[src/rtl/branch_redirect_ctrl_pkg.sv]
// ----------------------------------------------------------------------------
// branch_redirect_ctrl_pkg
//   Shared constants for the branch redirect controller: RV32 control-transfer
//   opcodes, branch funct3 encodings and the controller state enum.
//   Optional feature macro used by importers: BRCTRL_PERF_EN.
// ----------------------------------------------------------------------------
package branch_redirect_ctrl_pkg;

   localparam logic [6:0] OPCODE_BRANCH = 7'b1100011;
   localparam logic [6:0] OPCODE_JAL    = 7'b1101111;
   localparam logic [6:0] OPCODE_JALR   = 7'b1100111;

   localparam logic [2:0] F3_BEQ  = 3'b000;
   localparam logic [2:0] F3_BNE  = 3'b001;
   localparam logic [2:0] F3_BLT  = 3'b100;
   localparam logic [2:0] F3_BGE  = 3'b101;
   localparam logic [2:0] F3_BLTU = 3'b110;
   localparam logic [2:0] F3_BGEU = 3'b111;

   typedef enum logic [1:0] {
      IDLE     = 2'd0,
      REDIRECT = 2'd1,
      FLUSH    = 2'd2
   } brctrl_state_e;

endpackage : branch_redirect_ctrl_pkg

[src/rtl/branch_redirect_ctrl_branch_decide.sv]
// ----------------------------------------------------------------------------
// branch_decide
//   Purely combinational taken/target decision for the execute-stage
//   instruction.
//   Ports:
//     opcode_i, funct3_i  : instruction fields
//     breq_i, brlt_i      : compare-unit results
//     pc_i, imm_i, rs1_i  : PC, sign-extended immediate, rs1 data
//     taken_o             : control transfer is taken
//     illegal_o           : BRANCH opcode with reserved funct3 (010/011)
//     target_o            : redirect target, wraps modulo 2^DWIDTH
// ----------------------------------------------------------------------------
module branch_decide
   import branch_redirect_ctrl_pkg::*;
#(
   parameter int DWIDTH = 32
) (
   input  logic [6:0]        opcode_i,
   input  logic [2:0]        funct3_i,
   input  logic              breq_i,
   input  logic              brlt_i,
   input  logic [DWIDTH-1:0] pc_i,
   input  logic [DWIDTH-1:0] imm_i,
   input  logic [DWIDTH-1:0] rs1_i,
   output logic              taken_o,
   output logic              illegal_o,
   output logic [DWIDTH-1:0] target_o
);

   // NOTE: every output of a combinational block gets a default first so no
   // path through the case statements can leave it unassigned (latch).
   always_comb begin
      taken_o   = 1'b0;
      illegal_o = 1'b0;
      target_o  = pc_i + imm_i;
      case (opcode_i)
         OPCODE_BRANCH: begin
            case (funct3_i)
               F3_BEQ:           taken_o = breq_i;
               F3_BNE:           taken_o = ~breq_i;
               F3_BLT, F3_BLTU:  taken_o = brlt_i;
               F3_BGE, F3_BGEU:  taken_o = ~brlt_i;
               default:          illegal_o = 1'b1;
            endcase
         end
         OPCODE_JAL: begin
            taken_o = 1'b1;
         end
         OPCODE_JALR: begin
            taken_o  = 1'b1;
            // JALR clears the LSB of the computed address.
            target_o = (rs1_i + imm_i) & ~DWIDTH'(1);
         end
         default: ;
      endcase
   end

endmodule : branch_decide

[src/rtl/branch_redirect_ctrl.sv]
// ----------------------------------------------------------------------------
// branch_redirect_ctrl
//   Resolves execute-stage branches/jumps, issues a redirect to fetch with a
//   valid/ready handshake, then holds flush/stall for FLUSH_CYCLES cycles.
//   Ports:
//     clk_i, rst_ni             : clock, async active-low reset
//     br_valid_i                : execute-stage instruction valid
//     opcode_i, funct3_i        : instruction fields
//     breq_i, brlt_i            : compare results
//     pc_i, imm_i, rs1_i        : PC, immediate, rs1 data
//     redirect_ready_i          : fetch accepts redirect
//     redirect_valid_o/pc_o     : redirect request and target (pc 0 when idle)
//     flush_o, stall_o          : high in REDIRECT and FLUSH
//     misalign_o, illegal_o     : one-cycle exception pulses
//   Optional (macro BRCTRL_PERF_EN):
//     branch_cnt_o, taken_cnt_o : 32-bit wrapping performance counters
// ----------------------------------------------------------------------------
module branch_redirect_ctrl
   import branch_redirect_ctrl_pkg::*;
#(
   parameter int DWIDTH       = 32,
   parameter int FLUSH_CYCLES = 2
) (
   input  logic              clk_i,
   input  logic              rst_ni,
   input  logic              br_valid_i,
   input  logic [6:0]        opcode_i,
   input  logic [2:0]        funct3_i,
   input  logic              breq_i,
   input  logic              brlt_i,
   input  logic [DWIDTH-1:0] pc_i,
   input  logic [DWIDTH-1:0] imm_i,
   input  logic [DWIDTH-1:0] rs1_i,
   input  logic              redirect_ready_i,
   output logic              redirect_valid_o,
   output logic [DWIDTH-1:0] redirect_pc_o,
   output logic              flush_o,
   output logic              stall_o,
   output logic              misalign_o,
   output logic              illegal_o
`ifdef BRCTRL_PERF_EN
   ,
   output logic [31:0]       branch_cnt_o,
   output logic [31:0]       taken_cnt_o
`endif
);

   brctrl_state_e     state_q, state_d;
   logic [2:0]        cnt_q, cnt_d;
   logic [DWIDTH-1:0] target_q, target_d;
   logic              misalign_q, misalign_d;
   logic              illegal_q, illegal_d;

   logic              dec_taken;
   logic              dec_illegal;
   logic [DWIDTH-1:0] dec_target;
   logic              accept;

   branch_decide #(
      .DWIDTH (DWIDTH)
   ) u_decide (
      .opcode_i  (opcode_i),
      .funct3_i  (funct3_i),
      .breq_i    (breq_i),
      .brlt_i    (brlt_i),
      .pc_i      (pc_i),
      .imm_i     (imm_i),
      .rs1_i     (rs1_i),
      .taken_o   (dec_taken),
      .illegal_o (dec_illegal),
      .target_o  (dec_target)
   );

   // Instructions are only looked at while idle; anything else is ignored.
   assign accept = br_valid_i && (state_q == IDLE);

   always_comb begin
      state_d    = state_q;
      cnt_d      = cnt_q;
      target_d   = target_q;
      misalign_d = 1'b0;
      illegal_d  = 1'b0;
      case (state_q)
         IDLE: begin
            if (accept) begin
               if (dec_illegal) begin
                  illegal_d = 1'b1;
               end else if (dec_taken) begin
                  // Bit 1 set means the target is not 4-byte aligned.
                  if (dec_target[1]) begin
                     misalign_d = 1'b1;
                  end else begin
                     target_d = dec_target;
                     state_d  = REDIRECT;
                  end
               end
            end
         end
         REDIRECT: begin
            if (redirect_ready_i) begin
               if (FLUSH_CYCLES == 0) begin
                  state_d = IDLE;
               end else begin
                  state_d = FLUSH;
                  cnt_d   = 3'(FLUSH_CYCLES);
               end
            end
         end
         FLUSH: begin
            // Counter starts at FLUSH_CYCLES; leaving at 1 gives exactly
            // FLUSH_CYCLES cycles in this state.
            if (cnt_q <= 3'd1) begin
               state_d = IDLE;
               cnt_d   = 3'd0;
            end else begin
               cnt_d = cnt_q - 3'd1;
            end
         end
         default: begin
            state_d = IDLE;
            cnt_d   = 3'd0;
         end
      endcase
   end

   // NOTE: sequential state uses non-blocking assignments so every register
   // samples its next value from the same pre-edge snapshot.
   always_ff @(posedge clk_i or negedge rst_ni) begin
      if (!rst_ni) begin
         state_q    <= IDLE;
         cnt_q      <= 3'd0;
         target_q   <= '0;
         misalign_q <= 1'b0;
         illegal_q  <= 1'b0;
      end else begin
         state_q    <= state_d;
         cnt_q      <= cnt_d;
         target_q   <= target_d;
         misalign_q <= misalign_d;
         illegal_q  <= illegal_d;
      end
   end

   // Outputs decode straight from registered state, so the async reset
   // clears them without waiting for a clock edge.
   assign redirect_valid_o = (state_q == REDIRECT);
   assign redirect_pc_o    = redirect_valid_o ? target_q : '0;
   assign flush_o          = (state_q != IDLE);
   assign stall_o          = (state_q != IDLE);
   assign misalign_o       = misalign_q;
   assign illegal_o        = illegal_q;

`ifdef BRCTRL_PERF_EN
   logic [31:0] branch_cnt_q;
   logic [31:0] taken_cnt_q;

   always_ff @(posedge clk_i or negedge rst_ni) begin
      if (!rst_ni) begin
         branch_cnt_q <= '0;
         taken_cnt_q  <= '0;
      end else if (accept) begin
         if (opcode_i == OPCODE_BRANCH) begin
            branch_cnt_q <= branch_cnt_q + 32'd1;
         end
         if (dec_taken) begin
            taken_cnt_q <= taken_cnt_q + 32'd1;
         end
      end
   end

   assign branch_cnt_o = branch_cnt_q;
   assign taken_cnt_o  = taken_cnt_q;
`endif

endmodule : branch_redirect_ctrl

[config.mk]
export PLATFORM = sky130hd
export DESIGN_NAME = branch_redirect_ctrl
export DESIGN_NICKNAME = d
export VERILOG_FILES = /design/src/rtl/branch_redirect_ctrl_pkg.sv /design/src/rtl/branch_redirect_ctrl_branch_decide.sv /design/src/rtl/branch_redirect_ctrl.sv
export SDC_FILE = /design/constraint.sdc
export NUM_CORES = 1
export LEC_CHECK = 0
export ABC_AREA = 1
export BUFFER_PORTS_ARGS = -buffer_cell sky130_fd_sc_hd__buf_2
export CAP_MARGIN = 0
export CORE_ASPECT_RATIO = 0.6
export CORE_UTILIZATION = 60
export DETAILED_ROUTE_END_ITERATION = 8
export PLACE_DENSITY_LB_ADDON = 0.08
export SLEW_MARGIN = 10
export SYNTH_ARGS = -nofsm -noshare
export SYNTH_HDL_FRONTEND = slang
export SYNTH_SLANG_ARGS = --single-unit
[constraint.sdc]
create_clock -name clk_i -period 1.96 [get_ports clk_i]
set_input_delay 0.196 -clock clk_i [delete_from_list [all_inputs] [get_ports clk_i]]
set_output_delay 0.196 -clock clk_i [all_outputs]
set_load 0.05 [all_outputs]
## After elaboration in Yosys (flattened, before gate mapping)

Index checks and enable logic that the tools add are counted.

| operators by class | value |
|---|---|
| add/sub/neg operators | 3 |
| $lt $le $gt $ge | 1 |
| equal/unequal tests | 16 |
| mux-type cells | 24 |
| bitwise gates (word level) | 5 |
| reduce and logical (&&, ||, !) cells | 11 |

Operator list:

| kind | count |
|---|---|
| adder 32 bit | 2 |
| 2-to-1 mux 32 bit | 2 |
| == test 7 bit (second input constant) | 3 |
| == test 3 bit (second input constant) | 4 |
| 2-to-1 mux 2 bit | 6 |
| inequality test 2 bit (second input constant) | 6 |
| 2-to-1 mux 1 bit | 10 |
| one-hot mux 3 bit (3 select lines) | 1 |
| 2-to-1 mux 3 bit | 2 |
| one-hot mux 2 bit (3 select lines) | 1 |
| AND reduction 6 bit | 1 |
| OR reduction 2 bit | 3 |
| OR reduction 6 bit | 1 |
| inverter 1 bit | 5 |
| AND reduction 5 bit | 1 |
| one-hot mux 1 bit (4 select lines) | 1 |
| == test 3 x 1 -> 1 bit (second input constant) | 1 |
| <= comparator 3 x 1 -> 1 bit (second input constant) | 1 |
| logical NOT 3 bit | 1 |
| subtractor 3 x 1 -> 3 bit (second input constant) | 1 |
| == test 2 x 1 -> 1 bit (second input constant) | 1 |
| == test 2 bit (second input constant) | 1 |
| logical NOT 2 bit | 1 |
| one-hot mux 1 bit (2 select lines) | 1 |
| 3 further kinds | 3 |

| storage, ports and cells | value |
|---|---|
| register bits | 38 |
| bits of input ports | 112 |
| output and inout bits | 37 |
| logic and storage cells | 65 |

## Longest topological paths before layout

Gate-level depths: netlist of the first run.

| depth | value |
|---|---|
| depth in word-level cells | 8 |
| depth in mapped cells | 16 |
| mapped depth without buffers | 16 |

## Modules after synthesis

From an unflattened synthesis of the first run, not the netlist that was laid out.

| second synthesis, totals | value |
|---|---|
| cell total of the unflattened synthesis | 1359 |
| area, all modules | 7250.7 sq um |

By module, submodules not included:

| module | instances | cells each | area an instance (sq um) | sequential area each (sq um) |
|---|---|---|---|---|
| branch_decide | 1 | 1096 | 5137.4 | 0.0 |
| branch_redirect_ctrl | 1 | 263 | 2113.3 | 950.9 |

## Worst setup path after synthesis of the first run

OpenSTA, ideal clock, no wires.

| path | value |
|---|---|
| kind | register -> output |
| start | reg state_q[1] |
| end | out redirect_pc_o[0] |
| data arrival time | 1.824 ns |
| required time | 1.764 ns |
| slack | -0.060 ns |
| stages on the path, launching flop included | 7 |
| buffers on the path | 2 |
| cell sequence | dfrtp_1 -> inv_1 -> ha_1 -> clkbuf_1 -> clkbuf_1 -> nand2_1 -> inv_1 |

| between the ends | value |
|---|---|
| longest elaborated chain between the ends | 2 |

Ends and longest elaborated chain:

| item | RTL line | text |
|---|---|---|
| start: declaration | branch_redirect_ctrl.sv:48 | `brctrl_state_e state_q, state_d;` |
| start signal: assignment | branch_redirect_ctrl.sv:136 | `state_q <= state_d;` |
| == test 2 x 1 -> 1 bit | branch_redirect_ctrl.sv:146 | `assign redirect_valid_o = (state_q == REDIRECT);` |
| via redirect_valid_o | branch_redirect_ctrl.sv:35 | `output logic redirect_valid_o,` |
| 2-to-1 mux 32 bit | branch_redirect_ctrl.sv:147 | `assign redirect_pc_o = redirect_valid_o ? target_q : '0;` |
| end: declaration | branch_redirect_ctrl.sv:36 | `output logic [DWIDTH-1:0] redirect_pc_o,` |

The timed path passes the listed nets, and every way through them passes these cells.

## Worst setup path in the final report of the first run

| path | value |
|---|---|
| start | reg state_q[1] |
| end | out redirect_pc_o[28] |

| between the ends | value |
|---|---|
| longest elaborated chain between the ends | 2 |

Ends and longest elaborated chain:

| item | RTL line |
|---|---|
| == test 2 x 1 -> 1 bit | branch_redirect_ctrl.sv:146 |
| 2-to-1 mux 32 bit | branch_redirect_ctrl.sv:147 |

No other way between the ends.

==> results.yml, run 1 <==
outcome:
  run_status: "finished clean"
floorplanning:
  rows: 29
  die_x_um: 141
  die_y_um: 85.2
  initial_core_util: 0.636
  die_area_sq_um: 12000
  core_sq_um: 10900
  ios: 149
timing:
  drv_slew: 0
  fin_crit_ns: 1.83
  timing.final.ws_setup_ns: 0.132
  period_share: 0.933
  final-hold-violation-count: 0
  finalSetupViolCount: 0
  finClkSkew_ns: 0.00484
  rsz0062_at_grt: "false"
  max_freq_mhz: 547
setup_path:
  crit_buf_inv: 4
  crit_family: "buffers and inverters"
  timing.critical_path.cells: "inv_1 -> ha_4 -> buf_12 -> nand2_1 -> inv_1 -> buf_2"
  arrival_ns: 1.63
  critical-path-slowest-cell: "dfrtp_1"
  crit_fanout: 23
  required_ns: 1.76
  max_stage_delay_ns: 0.38
  path_class: "reg -> out"
  end_kind: "primary output"
  critPathLaunchType: "flop"
  cp_common_cell: "inv_1"
logic_synthesis:
  ys_warn_count: 0
  yosysTopAreaCellShare: 0.340
  syn_area_per_cell_sq_um: 5.16
  yosys-top-cells-area: "nand2_1 34%, inv_1 15%, dfrtp_1 14%"
  synth_area_sq_um: 6920
  syn-num-nets: 1521
  ys_seq_area_frac: 0.137
  yosysUniqueCellTypes: 33
  yosysTopAreaCell: "nand2_1"
  ys_ff_latch: 38
  syn_inst: 1341
clock_tree:
  clock-root-buffer: "clkbuf_16"
  clkLatencyLatePin_ns: 0.29
  htreeDepth: 2
  post-cts-setup-buffers: 0
  cts.reportedPaths.clkPinSlew_ns: 0.05
  clock_sink_count: 38
  clock_path_buffers: 2
  tritoncts: "done"
  cts_buffers: 5
placed_design:
  port-buffer-count: 147
  dp_hpwl_um: 18800
  dp_slack_ns: -0.0604
  place.gp.congestion: 0.993
  placed_cells: 1651
  placed_area_sq_um: 8100
route:
  drc_errors: 0
  drt_first_pass_iters: 5
  ant_nets: 0
  wl_um: 22300
  num_vias: 8537
  drt_iter0_drc: 850
  avgRoutedWirePerCell_um: 13.4
  viasPerCell: 5.15
final_layout:
  syn_to_final_growth_pct: 19.3
  nNetsFinal: 1700
  stdcell_area_sq_um: 8260
  diodes: 0
  drive_gt1_frac: 0.136
  nFillCells: 956
  stdcell_count: 1658
global_route:
  grt_remaining_overflow: 0
  grt_pass1_vias: 7487
  grt_first_pass_wirelength_um: 36000
  antenna_found_initial: 0
  grt_use_total: 0.381
  grt_max_degree: 40
power:
  ir_drop_uv: 695
  power.total_mw: 4.61
  p_leak_nw: 5.69
  p_per_area_nw_per_um2: 559
hold_path:
  worstHoldPathType: "in -> reg"
job:
  cap_violations: 0
-- layout make-up --
cell class                 instances  area (sq um)  share of cell area
timing repair buffer             190          1110               0.135
sequential                        38           951               0.115
inverter                         281          1050               0.128
clock buffer                       6           139              0.0168
tap                              139           174              0.0211
multi-input combinational       1004          4830               0.585
-- through the flow --
step                TNS [ns]  utilization  hold slack [ns]
floorplan                  0            -          -0.0996
global placement      -0.100        0.744            0.271
detailed placement    -0.410        0.744            0.272
CTS                        0        0.757            0.170
global route               0        0.759            0.202
finish                     0        0.759            0.168
-- cells in the final DEF, fill, tap and decap left out, types with 5 or more instances in the layout --
master     synthesis  final
nand2_1          627    626
inv_1            278    278
buf_2              6    147
nor2_1            87     87
nand3_1           75     75
ha_1              66     65
a21oi_1           57     57
dfrtp_1           38     38
buf_4              2     38
o21ai_0           30     29
nand3b_1          15     15
xor2_1            11     11
nor3_1             6      6
o21bai_1           5      5
clkbuf_16          0      5
-- logic make-up after synthesis --
kind of cell | count (synthesis) | synth area share
other | 1 | 0.000542
xor gates and xnor gates | 14 | 0.0177
AOI/OAI and AO/OA | 97 | 0.0735
and+or+nand+nor | 824 | 0.478
buffers and inverters | 299 | 0.168
DFF | 38 | 0.137
adders and majority gates | 68 | 0.125
-- power breakdown --
group          switching (mW)  internal (mW)  leakage [nW]
sequential             0.0923          0.924         0.518
combinational            1.84          0.950          5.11
clock                   0.311          0.492        0.0688
-- cells in the mapped netlist --
| master | instances |
|---|---|
| nand2_1 | 627 |
| inv_1 | 278 |
| nor2_1 | 87 |
| nand3_1 | 75 |
| ha_1 | 66 |
| a21oi_1 | 57 |
| dfrtp_1 | 38 |
| o21ai_0 | 30 |
| nand3b_1 | 15 |
| xor2_1 | 11 |
| clkbuf_1 | 7 |
| buf_2 | 6 |
| nor3_1 | 6 |
| o21bai_1 | 5 |
| nand4_1 | 4 |
| and2_1 | 3 |
| buf_6 | 3 |
| inv_2 | 3 |
| xnor2_1 | 3 |
| buf_4 | 2 |
| fa_1 | 2 |
| nand3_2 | 2 |
| a21o_1 | 1 |
| a21oi_2 | 1 |
| conb_1 | 1 |
| nand3b_4 | 1 |
| nor2_4 | 1 |
| nor4_1 | 1 |
| o21a_1 | 1 |
| o21ai_1 | 1 |
| o31ai_1 | 1 |
| or2_1 | 1 |
| or2_2 | 1 |
-- final timing paths --
kind	depth (start not counted)	slack, ns	to	from
worst min-delay path	3	0.17	misalign_o	br_valid_i
worst max register to register	7	0.18	state_q[1]	state_q[0]
worst max-delay path	6	0.13	redirect_pc_o[28]	state_q[1]
max in group asynchronous	3	1.07	target_q[23]	rst_ni
min in group asynchronous	3	0.54	target_q[0]	rst_ni
worst min register to register	2	0.48	target_q[13]	target_q[13]
-- per-layer routing --
layer | up-vias | GRT usage | part of all wire
li1 | 4381 | - | -
met1 | 3618 | 0.536 | 0.45
met2 | 480 | 0.600 | 0.41
met3 | 58 | 0.0655 | 0.11
met4 | 0 | 0.113 | 0.028
met5 | - | 0 | 0
-- state kept, by name, summed over array words and instances, names as in the netlist --
signal / count
target_q: 31
cnt_q: 3
state_q: 2
illegal_o: 1
misalign_o: 1
-- timing repair --
item | in CTS | in global routing
hold buffers | 1 | 0
hold endpoints to repair | 38 | 0
endpoints found under the setup margin | 0 | 22
gates resized for setup | 0 | 3
-- worst register-to-register path, cell delays in order, from the launching register on --
cell and delay, ns:
dfrtp_1 0.40, inv_1 0.10, ha_1 0.29, inv_1 0.14, o21ai_0 0.09, nand3b_1 0.16, nor2_1 0.30, o21ai_0 0.16
No activity file was read; power rests on OpenSTA's default activity.
==> run 2: changes to the inputs <==
Settings changed: CORE_ASPECT_RATIO 0.6 to 0.7, GPL_ROUTABILITY_DRIVEN set to 0.
==> results.yml, run 2 (same netlist as run 1, synthesis figures left out) <==
outcome:
  run_status: "finished clean"
setup_path:
  crit_fanout: 22
  path_class: "reg -> out"
  timing.critical_path.cells: "inv_1 -> ha_4 -> buf_12 -> nand2_1 -> inv_1 -> buf_2"
  required_ns: 1.76
  end_kind: "primary output"
  crit_family: "buffers and inverters"
  arrival_ns: 1.60
  critical-path-slowest-cell: "dfrtp_1"
  crit_buf_inv: 4
  max_stage_delay_ns: 0.38
  critPathLaunchType: "flop"
  cp_common_cell: "inv_1"
job:
  cap_violations: 0
route:
  drt_first_pass_iters: 5
  num_vias: 8448
  avgRoutedWirePerCell_um: 12.6
  ant_nets: 0
  wl_um: 20900
  drt_iter0_drc: 750
  drc_errors: 0
  viasPerCell: 5.07
floorplanning:
  core_sq_um: 11100
  die_x_um: 130
  ios: 149
  die_y_um: 91.9
  rows: 32
  initial_core_util: 0.622
  die_area_sq_um: 12000
power:
  p_leak_nw: 5.64
  ir_drop_uv: 434
  p_int_mw: 2.32
  p_sw_mw: 2.16
  p_per_area_nw_per_um2: 546
  p_clk_frac: 0.170
  pwr-share-seq: 0.225
  p_sw_frac: 0.482
  power.total_mw: 4.47
  power_frac_comb: 0.605
timing:
  finalSetupViolCount: 0
  max_freq_mhz: 558
  rsz0062_at_grt: "false"
  setup_tns_ns: 0
  fin_crit_ns: 1.79
  finClkSkew_ns: 0.00329
  timing.final.ws_setup_ns: 0.167
  final-hold-violation-count: 0
  drv_slew: 0
  period_share: 0.915
final_layout:
  post-route-util: 0.736
  final_common_cell: "nand2_1"
  syn_to_final_growth_pct: 18.3
  nNetsFinal: 1692
  largest_register_ffs: 31
  stdcell_area_sq_um: 8190
  reg.largest.list: "target_q x31, cnt_q x3, state_q x2"
  final_cell_mix: "627 x nand2_1, 278 x inv_1, 147 x buf_2, 87 x nor2_1, 75 x nand3_1"
  regMostFlops: "target_q"
  drive_gt1_frac: 0.130
  diodes: 0
hold_path:
  worstHoldPathType: "in -> reg"
clock_tree:
  clock_path_buffers: 2
  htreeDepth: 2
  tritoncts: "done"
  clock-root-buffer: "clkbuf_16"
  clock_sink_count: 38
  post-cts-setup-buffers: 0
  cts_buffers: 5
  cts.reportedPaths.clkPinSlew_ns: 0.05
  clkLatencyLatePin_ns: 0.28
global_route:
  grt_remaining_overflow: 0
  grt_use_total: 0.366
  antenna_found_initial: 0
  grt_first_pass_wirelength_um: 34700
  grt_max_degree: 40
  grt_pass1_vias: 7540
placed_design:
  dp_hpwl_um: 17700
  dp_slack_ns: -0.0526
  port-buffer-count: 147
  placed_area_sq_um: 8040
==> run 2: timing repair <==
action | in CTS | in global routing
setup endpoints to repair | 0 | 19
hold buffers | 1 | 0
hold endpoints to repair | 38 | 0
gates resized for setup | 0 | 1
==> run 2: layout make-up <==
cell class                      count  area, sq um
Tap cell                          153          191
Clock buffer                        7          133
Timing Repair Buffer              182         1040
Multi-Input combinational cell   1004         4830
Sequential cell                    38          951
Fill cell                        1064         2940
Inverter                          281         1050
==> run 2: layer usage <==
metal  share of wire  track usage  wire length [um]
met1            0.45        0.503              9470
met2            0.42        0.588              8730
met3           0.097       0.0543              2040
met4           0.032        0.115               678
met5               0            0                 0
==> run 2: through the flow <==
step | hold slack, ns | instances
4_1_cts | 0.183 | 1665
6_report | 0.187 | 1665
3_3_place_gp | 0.270 | 1657
3_5_place_dp | 0.268 | 1657
5_1_grt | 0.198 | 1665
2_1_floorplan | -0.0996 | 1341
==> run 2: path summary, 6_finish.rpt <==
path / endpoint / slack (ns) / depth (start not counted) / startpoint
setup / recovery: redirect_pc_o[24] / 0.17 / 6 / state_q[1]
hold / removal: misalign_o / 0.19 / 3 / br_valid_i
setup reg to reg: state_q[1] / 0.31 / 8 / state_q[0]
hold reg to reg: target_q[18] / 0.48 / 2 / target_q[18]
max in group asynchronous: target_q[25] / 1.13 / 3 / rst_ni
min in group asynchronous: target_q[5] / 0.48 / 3 / rst_ni
==> run 2: power groups by stage <==
stage	Combinational, mW	Sequential (mW)	Clock (mW)
final	2.71	1.01	0.758
after global routing	3.04	1.02	0.793
after CTS	2.65	1.00	0.767
after detailed placement	2.64	1.01	0
after global placement	2.59	1.01	0
after floorplan	1.88	0.992	0
==> run 2: worst min-delay path, delay by kind of cell <==
kind / cells / cell delay, ns
buffers and inverters: 1 / 0.11
AND/OR/NAND/NOR: 2 / 0.12
==> run 3: changes to the inputs <==
Settings changed: CTS_BUF_LIST set to sky130_fd_sc_hd__clkbuf_2.
==> results.yml, run 3 (same netlist as run 1, synthesis figures left out) <==
route:
  wl_um: 20800
  drt_iter0_drc: 799
  drc_errors: 0
  ant_nets: 0
  drt_first_pass_iters: 5
  avgRoutedWirePerCell_um: 12.5
  num_vias: 8426
  viasPerCell: 5.06
timing:
  finalSetupViolCount: 0
  fin_crit_ns: 1.83
  drv_slew: 0
  max_freq_mhz: 546
  setup_tns_ns: 0
  period_share: 0.935
  final-hold-violation-count: 0
  rsz0062_at_grt: "false"
  finClkSkew_ns: 0.0127
  hold_ws_ns: 0.0352
floorplanning:
  core_sq_um: 11100
  initial_core_util: 0.622
  ios: 149
  die_x_um: 130
  die_y_um: 91.9
  die_area_sq_um: 12000
  rows: 32
final_layout:
  nNetsFinal: 1693
  syn_to_final_growth_pct: 17.9
  final_common_cell: "nand2_1"
  reg.largest.list: "target_q x31, cnt_q x3, state_q x2"
  stdcell_count: 1666
  regMostFlops: "target_q"
  largest_register_ffs: 31
  nFillCells: 1067
  diodes: 0
  stdcell_area_sq_um: 8170
  drive_gt1_frac: 0.132
  final_cell_mix: "627 x nand2_1, 277 x inv_1, 127 x buf_2, 87 x nor2_1, 75 x nand3_1"
setup_path:
  required_ns: 1.76
  critPathLaunchType: "flop"
  path_class: "reg -> out"
  crit_fanout: 11
  end_kind: "primary output"
  r2r_cells: 8
  arrival_ns: 1.64
placed_design:
  dp_hpwl_um: 17700
  placed_area_sq_um: 8040
  port-buffer-count: 147
  placed_cells: 1657
power:
  ir_drop_uv: 394
  p_leak_nw: 5.61
  p_per_area_nw_per_um2: 506
global_route:
  grt_remaining_overflow: 0
  grt_use_total: 0.366
  use_met3: 0.0595
  top_usage_layer: "met2"
  antenna_found_initial: 0
  grt_first_pass_wirelength_um: 34500
  grt_max_degree: 40
  grt_util_met2: 0.581
  grt_pass1_vias: 7514
  grt_use_met1: 0.500
hold_path:
  worstHoldPathType: "in -> reg"
  hold_depth: 3
job:
  cap_violations: 0
clock_tree:
  cts_buffers: 5
  clock-root-buffer: "clkbuf_2"
  clock_sink_count: 38
  cts.reportedPaths.clkPinSlew_ns: 0.18
  clkLatencyLatePin_ns: 0.42
  tritoncts: "done"
  htreeDepth: 2
  clock_path_buffers: 2
outcome:
  run_status: "finished clean"
==> run 3: changes by cell type in the layout (fill, tap and decap cells not counted) <==
| cell | before | now |
|---|---|---|
| buf_2 | 147 | 127 |
| buf_4 | 31 | 41 |
| clkbuf_4 | 0 | 10 |
| clkbuf_2 | 0 | 7 |
| clkbuf_16 | 5 | 0 |
| clkbuf_1 | 2 | 0 |
| buf_12 | 3 | 4 |
| inv_1 | 278 | 277 |
| inv_2 | 3 | 4 |
==> run 3: routing by layer <==
metal,vias to the layer above,share of wire
met2,392,0.42
met5,-,0
li1,4375,-
met4,0,0.034
met3,51,0.099
met1,3608,0.45
==> run 3: power breakdown <==
part | leakage [nW] | internal [mW] | switching, mW | total [mW]
combinational | 5.06 | 0.978 | 1.79 | 2.77
sequential | 0.518 | 0.920 | 0.0839 | 1.00
clock | 0.0291 | 0.0926 | 0.262 | 0.355
==> run 3: metrics by stage <==
stage	total power, mW	worst slack (ns)	utilization
6_report	4.13	0.128	0.734
5_1_grt	4.52	0.0248	0.734
4_1_cts	4.03	0.00167	0.730
3_5_place_dp	3.65	-0.0526	0.722
3_3_place_gp	3.60	0.00306	0.722
2_1_floorplan	2.88	0.0763	-
==> run 3: worst max-delay path, stage by stage (launching register included) <==
cell and delay [ns]:
dfrtp_1 0.43, inv_2 0.10, ha_4 0.18, buf_12 0.13
nand2_1 0.05, inv_1 0.06, buf_2 0.26
==> run 3: final timing paths <==
path / endpoint / from / slack [ns]
max: redirect_pc_o[8] / state_q[1] / 0.13
min: misalign_o / br_valid_i / 0.04
max reg2reg: state_q[1] / state_q[0] / 0.26
min reg2reg: target_q[7] / target_q[7] / 0.50
max in group asynchronous: target_q[23] / rst_ni / 1.30
min in group asynchronous: target_q[16] / rst_ni / 0.32
==> run 3: layout make-up <==
type | count | area [sq um] | share of cell area
repair buffers | 183 | 1110 | 0.136
clock buffers | 7 | 35.0 | 0.00429
flip-flops and latches | 38 | 951 | 0.116
inverters | 281 | 1050 | 0.129
multi-input cells | 1004 | 4830 | 0.591
well taps | 153 | 191 | 0.0234
==> run 3: timing repair <==
action / 4_1_cts / 5_1_grt
hold buffers: 1 / 0
setup buffers: 0 / 1
resized for setup: 11 / 11
endpoints found under the setup margin: 20 / 20
hold endpoints to repair: 38 / 0
pin swaps: 0 / 1
